**src/rtl/imm_pkg.sv**
```systemverilog
// Shared constants and FSM state type for the immediate packer and its
// range checker.
package imm_pkg;

  localparam logic IMM_SRC_DP = 1'b0;
  localparam logic IMM_SRC_BR = 1'b1;

  localparam int DP_IMM_W = 12;
  localparam int BR_IMM_W = 24;

  typedef enum logic [1:0] {
    IDLE,
    RUN,
    DONE,
    FULL
  } state_t;

endpackage

```
**src/rtl/imm_range_check.sv**
```systemverilog
// Decides whether a full 32-bit immediate is reproducible by the extend stage
// for the chosen format, and extracts the field that encodes it.
module imm_range_check
  import imm_pkg::*;
(
  input  logic [31:0]         in_imm,
  input  logic                in_imm_src,
  output logic                legal,
  output logic [BR_IMM_W-1:0] field
);

  always_comb begin
    legal = 1'b0;
    field = '0;
    if (in_imm_src == IMM_SRC_DP) begin
      legal = (in_imm[31:DP_IMM_W] == '0);
      field = {{(BR_IMM_W - DP_IMM_W){1'b0}}, in_imm[DP_IMM_W-1:0]};
    end else if (in_imm_src == IMM_SRC_BR) begin
      // Word offset: two zero LSBs, and bits 31:25 must be copies of bit 25.
      legal = (in_imm[1:0] == 2'b00) && (in_imm[31:25] == {7{in_imm[25]}});
      field = in_imm[25:2];
    end
  end

endmodule

```
**src/rtl/imm_packer.sv**
```systemverilog
// Packs header + immediate into instruction words and streams them into
// instruction memory at an auto-incrementing word address.
module imm_packer
  import imm_pkg::*;
#(
  parameter int ADDR_W = 6,
  parameter bit WRAP   = 1'b0
) (
  input  logic              clk,
  input  logic              reset,
  input  logic              load_base,
  input  logic [ADDR_W-1:0] base_addr,
  input  logic              in_valid,
  output logic              in_ready,
  input  logic [19:0]       in_hdr,
  input  logic [31:0]       in_imm,
  input  logic              in_imm_src,
  input  logic              in_last,
  output logic              wr_en,
  output logic [ADDR_W-1:0] wr_addr,
  output logic [31:0]       wr_data,
  output logic              err,
  output logic [7:0]        err_cnt,
  output logic              done,
  output state_t            state
);

  logic [ADDR_W-1:0]   addr;
  logic                legal;
  logic [BR_IMM_W-1:0] field;
  logic                accept;
  logic                at_max;

  imm_range_check u_range_check (
    .in_imm     (in_imm),
    .in_imm_src (in_imm_src),
    .legal      (legal),
    .field      (field)
  );

  // Handshake: a beat transfers on a rising edge where in_valid && in_ready.
  // in_valid must not depend on in_ready; in_ready is low whenever load_base
  // is high so a reload always wins over a beat in the same cycle.
  assign in_ready = (state == RUN) && !load_base;
  assign accept   = in_valid && in_ready;
  assign at_max   = (addr == {ADDR_W{1'b1}});
  assign done     = (state == DONE);

  always_ff @(posedge clk) begin
    if (reset) begin
      state   <= IDLE;
      addr    <= '0;
      wr_en   <= 1'b0;
      wr_addr <= '0;
      wr_data <= '0;
      err     <= 1'b0;
      err_cnt <= '0;
    end else begin
      wr_en <= 1'b0;
      err   <= 1'b0;
      if (load_base) begin
        state <= RUN;
        addr  <= base_addr;
      end else if (accept) begin
        if (legal) begin
          wr_en   <= 1'b1;
          wr_addr <= addr;
          wr_data <= (in_imm_src == IMM_SRC_DP) ? {in_hdr, field[DP_IMM_W-1:0]}
                                                : {in_hdr[19:12], field};
          // Increment rolls over to 0 at the top, which is the wrap behaviour.
          addr    <= addr + ADDR_W'(1);
          if (at_max && !WRAP) begin
            state <= FULL;
          end
        end else begin
          err <= 1'b1;
          if (err_cnt != 8'hFF) begin
            err_cnt <= err_cnt + 8'd1;
          end
        end
        if (in_last) begin
          state <= DONE;
        end
      end
    end
  end

endmodule

```
**config.mk**
```make
export PLATFORM = sky130hd
export DESIGN_NAME = imm_packer
export DESIGN_NICKNAME = d
export VERILOG_FILES = /design/src/rtl/imm_pkg.sv /design/src/rtl/imm_range_check.sv /design/src/rtl/imm_packer.sv
export SDC_FILE = /design/constraint.sdc
export NUM_CORES = 1
export LEC_CHECK = 0
export BUFFER_PORTS_ARGS = -buffer_cell sky130_fd_sc_hd__buf_2
export CORE_UTILIZATION = 42
export DETAILED_ROUTE_END_ITERATION = 8
export PLACE_DENSITY = 0.76
export SYNTH_ARGS = -nofsm -noshare
export SYNTH_HDL_FRONTEND = slang
export SYNTH_SLANG_ARGS = --single-unit
```
**constraint.sdc**
```tcl
create_clock -name clk -period 1.93 [get_ports clk]
set_input_delay 0.0965 -clock clk [delete_from_list [all_inputs] [get_ports clk]]
set_output_delay 0.0965 -clock clk [all_outputs]
set_load 0.01 [all_outputs]
```
# [Word level (Yosys, flattened, before mapping)]
# Index checks and enable logic that the tools add are counted.
[totals] ff_bits=56 in_bits=64 output_inout_bits=52 word_cells=50
[classes] add_sub_neg=2 eq_ne=5 mux=13 n_bitwise=3 reduce_logical=19
[ops] op="two-way mux 24 bit" n=2
[ops] op="logical NOT 20 bit" n=1
[ops] op="two-way mux 6 bit" n=3
[ops] op="AND reduction 3 bit" n=3
[ops] op="adder 8 x 1 -> 8 bit, second input constant" n=1
[ops] op="!= test 8 bit, second input constant" n=1
[ops] op="nonzero test 2 bit" n=4
[ops] op="adder 6 x 1 -> 6 bit, second input constant" n=1
[ops] op="== test 6 bit" n=1
[ops] op="== test 6 bit, second input constant" n=1
[ops] op="two-way mux 2 bit" n=3
[ops] op="nonzero test 3 bit" n=2
[ops] op="two-way mux 1 bit" n=5
[ops] op="AND reduction 4 bit" n=1
[ops] op="logical AND 1 bit" n=3
[ops] op="inverter 1 bit" n=3
[ops] op="OR reduction 3 bit" n=1
[ops] op="== test 2 x 1 -> 1 bit, second input constant" n=1
[ops] op="== test 2 bit, second input constant" n=1
[ops] op="logical NOT 2 bit" n=1
[ops] op="AND reduction 2 bit" n=1
[ops] op="OR reduction 2 bit" n=1
[ops] op="logical NOT 1 bit" n=1

# [Logic depth before layout (Yosys ltp)]
[logic_depth] depth_word=7 mapped_depth=8 mapped_depth_nobuf=7

# [Hierarchy]
# A second synthesis with hierarchy kept.
[hier_totals] hier_cells=309 hier_area_um2=2626.3
[by_module_without_submodules] module="imm_packer" instances=1 cells_per_inst=268 area_each_um2=2311.0 seq_area_each_um2=1121.1
[by_module_without_submodules] module="imm_range_check" instances=1 cells_per_inst=41 area_each_um2=315.3 seq_area_each_um2=0.0

# [Worst setup path after synthesis]
# No wires, ideal clock.
[synth_timing] path_type="register to register" startpoint="register state[0]" endpoint="register err_cnt[5]" setup_time_ns=0.071 arrival_time_ns=1.937 t_required_ns=1.859 slack_ns=-0.078 stages_incl_launch_ff=8 path_buffers=1 synth_period_minus_slack_ns=2.008 path_cell_list="dfxtp_1 > nor3b_1 > nand2_1 > nor2_1 > nand3_1 > buf_2 > or3_1 > a21oi_1"
[synth_between] elab_chain_cells=4
[synth_lines] item="start, declared" line="imm_packer.sv:25" source="output state_t state"
[synth_lines] item="start signal, assigned" line="imm_packer.sv:51" source="state <= IDLE;"
[synth_lines] item="start signal, assigned" line="imm_packer.sv:62" source="state <= RUN;"
[synth_lines] item="start signal, assigned" line="imm_packer.sv:73" source="state <= FULL;"
[synth_lines] item="== test 2 x 1 -> 1 bit" line="imm_packer.sv:44" source="assign in_ready = (state == RUN) && !load_base;"
[synth_lines] item="logical AND 1 bit" line="imm_packer.sv:44"
[synth_lines] item="named net in_ready" line="imm_packer.sv:14" source="output logic in_ready,"
[synth_lines] item="logical AND 1 bit" line="imm_packer.sv:45" source="assign accept = in_valid && in_ready;"
[synth_lines] item="AND reduction 4 bit (no line)"
[synth_lines] item="end signal, assigned" line="imm_packer.sv:78" source="err_cnt <= err_cnt + 8'd1;"
[synth_lines] item="end, declared" line="imm_packer.sv:23" source="output logic [7:0] err_cnt,"
# The timed path passes the listed nets, and every way through them passes these cells.
# A chain may end at the register's enable or synchronous reset.

# [Worst setup path after layout]
[layout_timing] startpoint="input port in_imm[29]" endpoint="register addr[1]"
[layout_between] elab_chain_cells=5 elab_cells_between_ends=6 cone_classes="1 x eq/ne; 1 x mux; 4 x reduce/logical"
[layout_lines] item="start, declared" line="imm_packer.sv:16" source="input logic [31:0] in_imm,"
[layout_lines] item="== test 6 bit" line="imm_range_check.sv:20" source="legal = (in_imm[1:0] == 2'b00) && (in_imm[31:25] == {7{in_imm[25]}});"
[layout_lines] item="logical AND 1 bit" line="imm_range_check.sv:20"
[layout_lines] item="two-way mux 1 bit *" line="imm_range_check.sv:15" source="if (in_imm_src == IMM_SRC_DP) begin"
[layout_lines] item="nonzero test 2 bit (no line) *"
[layout_lines] item="AND reduction 2 bit (no line) *"
[layout_lines] item="end signal, assigned" line="imm_packer.sv:63" source="addr <= base_addr;"
[layout_lines] item="end signal, assigned" line="imm_packer.sv:71" source="addr <= addr + ADDR_W'(1);"
[layout_lines] item="end, declared" line="imm_packer.sv:28" source="logic [ADDR_W-1:0] addr;"
# Every way passes the cells marked *; elsewhere a longest branch is shown, timed or not.

==> metrics.md <==
| Metric | Value |
|---|---|
| RSZ-0062 raised after global routing | `no` |
| Design area | `between 0.003 and 0.004 mm^2` |
| Detail Route Antenna Nets | `0` |
| Switching Power | `478 uW` |
| Syn_nets | `335` |
| Post-layout util | `about three fifths` |
| Gate power share | `about a tenth` |
| Reg2Reg Capture Point | `err_cnt[7]` |
| Core Region | `0.00561 mm^2` |
| DRT iter0 DRCs | `83` |
| First-pass GRT wire length | `10.1 mm` |
| Max Root-Sink Buffers | `2` |
| Rows | `27` |
| Pint | `1560 uW` |
| Net count, final | `about 460` |
| Largest net degree at the start of global routing | `32` |
| WS Path Type | `in -> reg` |
| Cell Area, Synth | `approximately 0.0025 mm^2` |
| Antenna cells | `0` |
| Yosys top cell by area | `dfxtp_1` |
| DRT Pass-1 Iters | `4` |
| Drt via density | `5.26` |
| Ys async rst share | `0%` |
| Reg power frac | `between 50% and 60%` |
| H-tree depth | `2` |
| Final hold viol count | `0` |
| FF+latch count, synth | `56` |
| Most numerous cell in the Yosys netlist | `dfxtp_1` |
| Post-synth top flop | `dfxtp_1` |
| Reg2Reg Setup Slack | `between 0.1 and 0.15 ns` |
| Clk Tree Root Cell | `clkbuf_8` |
| Antenna violations before repair | `0` |
| GRT Total Usage | `just over 20%` |
| Pwr dens | `609 mW/mm^2` |
| Fmax | `between 500 and 600 MHz` |
| Worst VDD drop | `between 400 and 500 uV` |
| Synth top area cells | `dfxtp_1, mux2i_1, a211oi_1` |
| WL/cell | `approximately 14 um` |
| CTS tree | `built` |
| CTS Buf Count | `5` |
| Min-delay worst type | `in -> reg` |
| Final worst path period need | `roughly 1.8 ns` |
| Synthesized instance count | `~270` |
| Worst Hold End | `wr_data[24]` |
| RD Place Congestion | `0.786` |
| Maximum fanout along the worst path | `27` |
| Hold wc startpoint | `in_hdr[12]` |
| Tcrit/Tclk final | `between 90 and 100%` |
| Yosys warns | `0` |
| Leakage | `roughly 0.0015 uW` |
| Non-Filler Instances | `approximately 460` |
| Share of cells above drive strength 1 | `37.4%` |
| Sequential-to-total area share from yosys stat | `44.8%` |
| Post-synth cell types | `37` |
| Worst setup EP type | `flop` |
| Startpoint Class | `input port` |
| Fin. max-slew vios | `0` |
| MaxCap Viol Count | `0` |
| Cell Area, Placed | `~0.0032 mm^2` |
| Clock power frac | `between 30% and 40%` |
| Vias | `2430` |
| Die width | `around 79 um` |
| Synth top cells by count | `dfxtp_1, nor2_1, mux2i_1` |
| Max_slew headroom | `approximately 63%` |
| Vias in the first global route | `~2.2k` |
| Critical R2R Launch | `state[1]` |
| Pre-CTS WS | `-0.187 ns` |
| Worst Setup Slack, final | `0.108 ns` |
| Clock transition at the registers of the reported paths | `roughly 0.10 ns` |
| Avg Cell Area, Syn | `9.30 um^2` |
| DP Cell Count | `452` |
| DPL Wire Length | `around 4.7 mm` |
| Total grt overflow | `0` |
| Crit path arrival time | `around 2 ns` |
| Yosys top cell area share | `between 40% and 50%` |
| # DRC | `0` |
| Full die area | `around 0.0063 mm^2` |
| Worst path required time | `around 2.1 ns` |
| Post-synth EDFFs | `0` |
| Worst reg2reg path depth | `7` |
| Worst Tran Pin Value | `~0.56 ns` |
| Drt total wl | `6.24 mm` |
| Number of port buffers | `approximately 120` |
| Die Y | `79.2 um` |
| Initial Util | `between 40% and 50%` |
| Ports | `between 100 and 150` |
| Hold path depth | `3` |
| Setup Viol. Count Final | `0` |
| Outcome | `finished, final reports clean` |
| Clk_lat worst skew | `between 0.3 and 0.4 ns` |
| Switching Fraction | `between 20% and 30%` |
| Worst-case clock skew | `~0.013 ns` |
| P&R area growth vs syn | `34.0%` |
| Sink Count | `56` |
[registers in the layout, indices dropped and copies added (netlist names)]
signal / count
wr_addr: 6
err: 1
wr_en: 1
addr: 6
state: 2
err_cnt: 8
wr_data: 32
[critical path: stages]
cell and delay (ns):
buf_2 0.11, or4_4 0.54, nor4_4 0.17, nand4_1 0.24, a21oi_4 0.27, buf_12 0.22
mux2i_1 0.24, a211oi_1 0.10
[placed cells by master (no fill, tap or decap), types with 2 or more instances in the layout]
cell / instances
clkbuf_8: 6
dfxtp_1: 55
mux2i_1: 40
inv_1: 6
nor2_1: 52
a311oi_1: 2
or4_1: 3
and3_1: 2
nor4_1: 3
ha_1: 2
nand2_1: 6
a211oi_1: 28
nand4_1: 4
buf_12: 2
o21ai_0: 5
a21o_1: 2
a21oi_1: 7
buf_2: 115
o31ai_1: 2
xnor2_1: 2
buf_4: 13
or3_1: 4
nand3_1: 8
[area by class of cell]
type / count / area (um^2)
flip-flops and latches: 56 / 1120
fillers: 516 / 2250
well taps: 72 / 90.1
multi-input cells: 188 / 1290
clock buffers: 7 / 86.3
clock inverters: 1 / 7.51
inverters: 6 / 22.5
repair buffers: 132 / 734
[power by group through the flow]
stage	Sequential (uW)	Combinational [uW]	Clock [uW]
floorplan	1200	99.0	0
global placement	1200	205	0
CTS	1180	211	678
finish	1180	214	651
detailed placement	1200	208	0
global route	1180	235	730
[per-stage QoR]
| stage | hold slack, ns | power (uW) | TNS, ns |
|---|---|---|---|
| 3_3_place_gp | 0.298 | 1410 | -2.02 |
| 6_report | 0.0190 | 2040 | 0 |
| 2_1_floorplan | 0.192 | 1300 | 0 |
| 3_5_place_dp | 0.306 | 1410 | -5.00 |
| 4_1_cts | 0.0163 | 2070 | 0 |
| 5_1_grt | 0.00972 | 2150 | 0 |
[cells by family (layout without fill, tap and decap cells)]
group	after synthesis	after routing	share of synthesized area, %
AO/OA/AOI/OAI	53	53	15.4
XOR/XNOR	3	3	1.05
AND/OR/NAND/NOR	90	90	17.3
buffers and inverters	25	146	4.50
adder cells (fa/ha/maj)	2	2	1.00
multiplexers	40	40	16.0
flip-flops	56	56	44.8
[metal layers]
layer | vias to the layer above | wire [um] | global-route usage (%)
met5 | - | 0 | 0
met4 | 0 | 48 | 4.36
met3 | 6 | 450 | 4.83
met2 | 88 | 2930 | 35.9
met1 | 1121 | 2810 | 24.4
li1 | 1215 | - | -
[how the worst max path moves through the flow]
stage          startpoint     endpoint  slack [ns]  cells after the start
6_report       in_imm[29]      addr[1]        0.11                      8
5_1_grt        in_imm[29]      addr[2]       0.009                      8
4_1_cts          state[0]   err_cnt[7]        0.07                      7
3_5_place_dp   in_imm[29]  wr_data[11]       -0.19                      8
3_3_place_gp   in_imm[29]  wr_data[16]        -0.1                      8
2_1_floorplan  in_imm[29]   wr_addr[1]        0.06                      7
[what timing repair did]
action,4_1_cts,5_1_grt
setup buffers,0,1
endpoints found under the hold margin,1,0
endpoints found under the setup margin,0,14
hold buffers,1,0
gates resized for setup,0,5
Power figures use the tool's default switching activity.
